$ cat src/rtl/vec_alu_sequencer.sv
// Vector ALU sequencer: accepts one vector request, walks it element by element through
// a shared scalar ALU lane, and returns the collected results and flags as one response.
module vec_alu_slot #(
    parameter int WIDTH = 8
) (
    input  logic             clk,
    input  logic             rst,
    input  logic             clr,
    input  logic             we,
    input  logic [WIDTH-1:0] d_result,
    input  logic [3:0]       d_flags,
    output logic [WIDTH-1:0] q_result,
    output logic [3:0]       q_flags
);
    always_ff @(posedge clk or posedge rst) begin
        if (rst) begin
            q_result <= '0;
            q_flags  <= '0;
        end else if (clr) begin
            q_result <= '0;
            q_flags  <= '0;
        end else if (we) begin
            q_result <= d_result;
            q_flags  <= d_flags;
        end
    end
endmodule

module vec_alu_sequencer #(
    parameter int WIDTH = 8,
    parameter int VLEN  = 4
) (
    input  logic                  clk,
    input  logic                  rst,
    input  logic                  req_valid,
    output logic                  req_ready,
    input  logic [2:0]            req_opcode,
    input  logic [VLEN*WIDTH-1:0] req_a,
    input  logic [VLEN*WIDTH-1:0] req_b,
    input  logic [VLEN*WIDTH-1:0] req_c,
    output logic [WIDTH-1:0]      alu_a,
    output logic [WIDTH-1:0]      alu_b,
    output logic [WIDTH-1:0]      alu_c,
    output logic [2:0]            alu_opcode,
    output logic [$clog2(VLEN)-1:0] alu_lane,
    input  logic [WIDTH-1:0]      alu_result,
    input  logic [3:0]            alu_flags,
    output logic                  resp_valid,
    input  logic                  resp_ready,
    output logic [VLEN*WIDTH-1:0] resp_data,
    output logic [VLEN*4-1:0]     resp_lane_flags,
    output logic [3:0]            resp_flags,
    output logic                  resp_err,
    output logic                  busy
);
    localparam int IDXW = $clog2(VLEN);

    localparam logic [1:0] S_IDLE = 2'd0;
    localparam logic [1:0] S_RUN  = 2'd1;
    localparam logic [1:0] S_DONE = 2'd2;

    localparam logic [2:0] OP_NOP = 3'b011;

    typedef struct packed {
        logic [2:0]                  opcode;
        logic [VLEN-1:0][WIDTH-1:0]  a;
        logic [VLEN-1:0][WIDTH-1:0]  b;
        logic [VLEN-1:0][WIDTH-1:0]  c;
    } req_t;

    logic [1:0]                 state;
    logic [IDXW-1:0]            idx;
    req_t                       req_q;
    logic [VLEN-1:0][WIDTH-1:0] res_q;
    logic [VLEN-1:0][3:0]       flg_q;
    logic                       accept;
    logic                       run;
    logic                       op_ok;
    logic                       last;

    assign req_ready = (state == S_IDLE);
    assign busy      = (state != S_IDLE);
    assign accept    = req_valid && req_ready;
    assign run       = (state == S_RUN);
    assign last      = (idx == IDXW'(VLEN-1));
    assign op_ok     = (req_opcode == 3'b000) || (req_opcode == 3'b001) ||
                       (req_opcode == 3'b010) || (req_opcode == 3'b111);

    always_ff @(posedge clk or posedge rst) begin
        if (rst) begin
            state <= S_IDLE;
            idx   <= '0;
            req_q <= '0;
        end else begin
            case (state)
                S_IDLE: if (accept) begin
                    req_q <= '{opcode: req_opcode, a: req_a, b: req_b, c: req_c};
                    idx   <= '0;
                    state <= op_ok ? S_RUN : S_DONE;
                end
                S_RUN: begin
                    if (last) state <= S_DONE;
                    else      idx   <= idx + 1'b1;
                end
                S_DONE: if (resp_valid && resp_ready) state <= S_IDLE;
                default: state <= S_IDLE;
            endcase
        end
    end

    // One result slot per element; the slot whose index matches idx captures the ALU.
    for (genvar g = 0; g < VLEN; g++) begin : g_slot
        vec_alu_slot #(.WIDTH(WIDTH)) u_slot (
            .clk      (clk),
            .rst      (rst),
            .clr      (accept),
            .we       (run && (idx == IDXW'(g))),
            .d_result (alu_result),
            .d_flags  (alu_flags),
            .q_result (res_q[g]),
            .q_flags  (flg_q[g])
        );
    end

    assign alu_a      = run ? req_q.a[idx] : '0;
    assign alu_b      = run ? req_q.b[idx] : '0;
    assign alu_c      = run ? req_q.c[idx] : '0;
    assign alu_opcode = run ? req_q.opcode : OP_NOP;
    assign alu_lane   = run ? idx : '0;

    // resp_valid trails entry into DONE by one edge so the last slot write is visible.
    always_ff @(posedge clk or posedge rst) begin
        if (rst) begin
            resp_valid <= 1'b0;
            resp_err   <= 1'b0;
        end else begin
            if (accept) begin
                resp_valid <= 1'b0;
                resp_err   <= !op_ok;
            end else if (state == S_DONE && !resp_valid) begin
                resp_valid <= 1'b1;
            end else if (resp_valid && resp_ready) begin
                resp_valid <= 1'b0;
            end
        end
    end

    assign resp_data       = res_q;
    assign resp_lane_flags = flg_q;

    // Aggregate {V,N,Z,C}: Z only when every element is zero, others if any element sets them.
    always_comb begin
        resp_flags = 4'b0010;
        for (int i = 0; i < VLEN; i++) begin
            resp_flags[0] = resp_flags[0] | flg_q[i][0];
            resp_flags[1] = resp_flags[1] & flg_q[i][1];
            resp_flags[2] = resp_flags[2] | flg_q[i][2];
            resp_flags[3] = resp_flags[3] | flg_q[i][3];
        end
    end
endmodule
$ cat config.mk
export PLATFORM = sky130hd
export DESIGN_NAME = vec_alu_sequencer
export DESIGN_NICKNAME = d
export VERILOG_FILES = /design/src/rtl/vec_alu_sequencer.sv
export SDC_FILE = /design/constraint.sdc
export NUM_CORES = 1
export LEC_CHECK = 0
export ABC_AREA = 1
export ABC_CLOCK_PERIOD_IN_PS = 9100
export BUFFER_PORTS_ARGS = -buffer_cell sky130_fd_sc_hd__buf_2
export CAP_MARGIN = 25
export CORE_MARGIN = 2
export CORE_UTILIZATION = 35
export DETAILED_ROUTE_END_ITERATION = 7
export PLACE_DENSITY = 0.66
export SYNTH_ARGS = -nofsm -noshare
export SYNTH_HDL_FRONTEND = slang
export SYNTH_HIERARCHICAL = 1
export SYNTH_SLANG_ARGS = --single-unit
$ cat constraint.sdc
create_clock -name clk -period 9.1 [get_ports clk]
set_input_delay 0.91 -clock clk [delete_from_list [all_inputs] [get_ports clk]]
set_output_delay 0.91 -clock clk [all_outputs]
set_load 0.005 [all_outputs]
==> flow_summary.ini, run 1 <==
[clock_tree]
post_cts_buffers = 0
cts_buffers = 17
cts.path.max_buffers = 2
cts.reportedPaths.clkPinSlew_ns = 0.07
hold_buffers = 0
cts_sinks = 153
htree_levels = 4
cts_tree = yes
insertion_delay_ns = 0.42
cts_root_buf = clkbuf_16
cts_resized = 0

[power]
p_per_area_nw_per_um2 = 321
leakagePower_nw = 4.96
power_mw = 2.85
ir_drop_v = 0.000185

[drt]
detail-route-antenna-nets = 0
wire_per_inst_um = 14.9
finalWirelength_mm = 20.2
drcViolationCount = 0
routed_via_density = 4.67
vias = 6335
detail_route.first_pass.iterations = 5
first_iter_violations = 424

[setup_path]
cp-start-kind = flop
critPathRequiredTime_ns = 8.19
cp-end-kind = output pin
cp.arrival_ns = 2.16
worstPathMaxFanout = 77
path_class = flop to output pin

[synth]
yosysUniqueCellTypes = 22
syn_area_um2 = 7240
yosysTopAreaCellShare = 0.528
syn_nets = 1017
synth_top_area_cell = dfrtp_1
avgSynthCellArea_um2 = 8.07
async_flop_share = 1.00
synth.most_common_cell = nand2_1
synth_edf_count = 0
ys_top_cells_by_count = nand2_1, dfrtp_1, inv_1
ys_top_cells_by_area = dfrtp_1, nand2_1, nand3_1, inv_1, nor2_1
syn_inst = 898
ys_seq_area_frac = 0.528
yosys_warnings = 6
ys.flop_type = dfrtp_1
ys_ff_latch = 153

[sta]
max_freq_mhz = 326
setup_viol = 0
hold_violations = 0
fin_crit_sh = 0.337
whs_ns = 0.469
skew_ns = 0.00559
drv_slew = 0
rsz0062_at_grt = no
finalWorstSetupSlack_ns = 6.03
fin_crit_ns = 3.07
max_slew.worst_pin.slew_ns = 0.964
max-slew-margin-rel = 0.357
tns_ns = 0

[floorplanning]
fp.coreArea_um2 = 20300
ios = 200
die_h_um = 148
initial_core_util = 0.357
die_area_um2 = 21900
fp-row-count = 52
die_w_um = 148

[grt]
antenna_found_initial = 2
grt_usage = 0.185
grt_max_degree = 89
gr-usage-met3 = 0.0407
grtUsageMet1 = 0.260
grt.met2_usage = 0.290
grt_most_used_layer = met2
overflow = 0
grt_pass1_wl_mm = 31.7
first_global_vias = 6103

[placed_design]
placed_cells = 1322
place.gp.congestion = 0.811
dpl.hpwl_mm = 13.6
port_buffers = 199
dpl_worst_slack_ns = 5.79
post_dp_cell_area_um2 = 8230

[layout]
fillCellCount = 2095
fin_util = 0.437
nets = 1191
layout-drive-gt1-share = 0.257
syn2layout_area_growth_pct = 22.5
finish.instance_area_um2 = 8870
fin_cells = 1356

[status]
status = complete, no violations

[job]
maxCapViolations = 0

[min_path]
hp-class = flop to flop
## worst max-delay path: stages, from the launching register on
cell and delay (ns):
dfrtp_2 0.35, buf_4 0.62, nor2_1 0.11, nor2_1 0.10, o21ai_0 0.12, a21oi_1 0.25
buf_2 0.17
## cell type report
type	instances	area (um2)	share of cell area
antenna	1	2.50	0.000282
tap	270	338	0.0381
multi-input combinational	621	2740	0.309
sequential	153	3830	0.432
clock buffer	17	425	0.0480
inverter	72	275	0.0310
clock inverter	15	199	0.0224
timing repair buffer	207	1060	0.120
## worst paths after layout
kind	cells past startpoint	slack, ns	from	to
min in group asynchronous	2	0.55	rst	g_slot[2].u_slot/q_flags[3]$_DFFE_PP0P_
worst min register to register	2	0.47	g_slot[3].u_slot/q_result[6]$_DFFE_PP0P_	g_slot[3].u_slot/q_result[6]$_DFFE_PP0P_
max in group asynchronous	3	7.30	rst	req_q[1]$_DFFE_PP0P_
worst max register to register	6	6.24	state[0]$_DFFE_PP0P_	req_q[43]$_DFFE_PP0P_
worst max-delay path	6	6.03	idx[0]$_DFFE_PP0P_	alu_b[1]
worst min-delay path	2	0.47	g_slot[3].u_slot/q_result[6]$_DFFE_PP0P_	g_slot[3].u_slot/q_result[6]$_DFFE_PP0P_
## layer usage
metal,routed length [um],up-vias
li1,-,3134
met1,9210,2963
met2,9250,215
met3,1450,21
met4,271,2
met5,13,-
## registers in the layout (all words and copies together) (netlist names)
name,count
g_slot.u_slot/q_flags,16
req_q,99
state,2
idx,2
resp_valid,1
g_slot.u_slot/q_result,32
resp_err,1
## layout by cell type, fill, tap and decap left out
master / Yosys / routed
nor2_4: 1 / 1
a21oi_1: 24 / 24
o21ai_0: 32 / 32
o22ai_1: 1 / 1
o21ai_2: 30 / 30
clkinvlp_4: 0 / 1
buf_2: 19 / 199
inv_4: 0 / 2
diode_2: 0 / 1
bufinv_16: 0 / 3
clkinv_4: 0 / 2
nand2_2: 1 / 1
o21a_1: 1 / 1
buf_4: 7 / 7
o211ai_1: 12 / 12
buf_8: 1 / 1
nor2_1: 70 / 70
dfrtp_2: 0 / 1
dfrtp_1: 153 / 152
clkbuf_16: 0 / 17
inv_8: 0 / 2
nor2_2: 5 / 5
inv_6: 0 / 7
nand2_1: 378 / 378
nand3_1: 62 / 62
ha_1: 4 / 4
inv_1: 71 / 70
## kinds of logic after synthesis
group	after synthesis	share of synthesized area
AO/OA/AOI/OAI	100	0.0893
AND/OR/NAND/NOR	517	0.282
buffers and inverters	124	0.0936
flip-flops	153	0.528
adder cells (fa/ha/maj)	4	0.00691
## report_power, final
group,switching (mW),internal [mW],total [mW]
clock,0.316,0.443,0.759
combinational,0.654,0.359,1.01
sequential,0.132,0.949,1.08
(Power assumes the default switching activity.)
==> inputs of run 2 (changes only) <==
--- a/config.mk
+++ b/config.mk
@@ -6,13 +6,13 @@
 export NUM_CORES = 1
 export LEC_CHECK = 0
 export ABC_AREA = 1
-export ABC_CLOCK_PERIOD_IN_PS = 9100
+export ABC_CLOCK_PERIOD_IN_PS = 2700
 export BUFFER_PORTS_ARGS = -buffer_cell sky130_fd_sc_hd__buf_2
 export CAP_MARGIN = 25
 export CORE_MARGIN = 2
 export CORE_UTILIZATION = 35
 export DETAILED_ROUTE_END_ITERATION = 7
-export PLACE_DENSITY = 0.66
+export PLACE_DENSITY = 0.68
 export SYNTH_ARGS = -nofsm -noshare
 export SYNTH_HDL_FRONTEND = slang
 export SYNTH_HIERARCHICAL = 1
==> constraint.sdc (replaced) <==
create_clock -name clk -period 2.7 [get_ports clk]
set_input_delay 0.27 -clock clk [delete_from_list [all_inputs] [get_ports clk]]
set_output_delay 0.27 -clock clk [all_outputs]
set_load 0.005 [all_outputs]
==> run 2 against run 1 <==
- clock power increased to 3.2 times the previous value
- core utilization is 0.37 points higher
- hold slack worse by 0.43 ns
- non-clock buffer count is 10 higher
- final cell count grew 0.74%
- sequential share of layout area shrank 0.36 points
- critical path depth stayed put
- die area unchanged
- register-to-register slack got worse by 5.5 ns
- global-route usage hardly changed
- largest cell class unchanged
- largest power group unchanged
- highest routed layer is now met4
==> flow_summary.ini, run 2 (synthesis gave the netlist of run 1 again) <==
[sta]
max_freq_mhz = 441
whs_ns = 0.0377
max_slew.worst_pin.slew_ns = 0.662
fin_crit_ns = 2.27
fin_crit_sh = 0.840
drv_slew = 0
skew_ns = 0.00973
finalWorstSetupSlack_ns = 0.433
rsz0062_at_grt = no
tns_ns = 0
hold_violations = 0
setup_viol = 0
max-slew-margin-rel = 0.559

[layout]
layout-drive-gt1-share = 0.262
top_regs = req_q (99), g_slot.u_slot/q_result (32), g_slot.u_slot/q_flags (16)
fillCellCount = 2096
finish.instance_area_um2 = 8950
mostFrequentLayoutCells = nand2_1, buf_2, dfrtp_1
syn2layout_area_growth_pct = 23.5
final_common_cell = nand2_1
top_register = req_q
nets = 1201
largest_reg_flops = 99

[clock_tree]
cts_sinks = 153
cts_buffers = 17
insertion_delay_ns = 0.42
cts.reportedPaths.clkPinSlew_ns = 0.07
cts_tree = yes
cts.path.max_buffers = 2
post_cts_buffers = 0
htree_levels = 4
hold_buffers = 1
cts_root_buf = clkbuf_16
cts_resized = 0

[placed_design]
dpl_worst_slack_ns = 0.819
dpl.hpwl_mm = 13.9
port_buffers = 199
post_dp_cell_area_um2 = 8330
place.gp.congestion = 0.800

[setup_path]
endpoint = alu_b[3]
r2r-end = g_slot[3].u_slot/q_result[1]$_DFFE_PP0P_
worstPathMaxFanout = 12
critPathRequiredTime_ns = 2.43
path_class = flop to output pin
worstSetupStartpoint = state[0]$_DFFE_PP0P_
r2r_slack_ns = 0.79
reg2reg_from = idx[0]$_DFFE_PP0P_
cp.arrival_ns = 2.00
cp-end-kind = output pin
reg2reg_depth = 8
cp-start-kind = flop

[floorplanning]
die_w_um = 148
fp.coreArea_um2 = 20300
fp-row-count = 52
ios = 200
die_area_um2 = 21900
initial_core_util = 0.357
die_h_um = 148

[grt]
overflow = 0
grt_pass1_wl_mm = 32.0
grt_max_degree = 61
first_global_vias = 6212
grt_usage = 0.185
antenna_found_initial = 1

[power]
leakagePower_nw = 4.99
ir_drop_v = 0.000426
p_per_area_nw_per_um2 = 1070
power_mw = 9.58

[drt]
vias = 6312
finalWirelength_mm = 19.9
detail_route.first_pass.iterations = 4
detail-route-antenna-nets = 0
drcViolationCount = 0
first_iter_violations = 347
wire_per_inst_um = 14.6
routed_via_density = 4.62

[min_path]
hp-class = input port to flop

[job]
maxCapViolations = 0

[status]
status = complete, no violations
run 2: report_power, final:
group | switching, mW | internal (mW)
sequential | 0.453 | 3.20
combinational | 2.23 | 1.26
clock | 1.02 | 1.42
run 2: metal layers:
metal	part of all wire	GRT usage	up-vias
met1	0.45	0.247	2949
met2	0.47	0.303	190
met4	0.013	0.0514	0
li1	-	-	3153
met5	0	0	-
met3	0.064	0.0423	20
run 2: cell type report:
type,instances,area (um2),area share
antenna,1,2.50,0.000280
clock buffer,19,443,0.0495
clock inverter,13,160,0.0179
inverter,72,277,0.0309
multi-input combinational,621,2740,0.306
sequential,153,3830,0.428
tap,270,338,0.0378
timing repair buffer,217,1160,0.130
run 2: through the flow:
step                cells  utilization
detailed placement   1332        0.410
floorplan             898            -
finish               1366        0.441
global route         1365        0.441
CTS                  1365        0.441
global placement     1332        0.410
run 2: critical path, stage by stage (launching register included):
cell and delay, ns:
dfrtp_1 0.41, inv_1 0.08, nor2_2 0.20, inv_1 0.24, buf_4 0.26, a21oi_1 0.23
buf_2 0.16
run 2: worst min-delay path by stage:
stage | to | start | slack, ns | depth (start not counted)
floorplan | g_slot[0].u_slot/q_flags[0]$_DFFE_PP0P_ | rst | 0.13 | 1
global placement | req_q[96]$_DFFE_PP0P_ | rst | 0.26 | 2
global route | req_q[55]$_DFFE_PP0P_ | req_b[23] | 0.03 | 3
finish | req_q[32]$_DFFE_PP0P_ | req_b[0] | 0.04 | 3
detailed placement | req_q[96]$_DFFE_PP0P_ | rst | 0.26 | 2
CTS | req_q[55]$_DFFE_PP0P_ | req_b[23] | 0.02 | 3
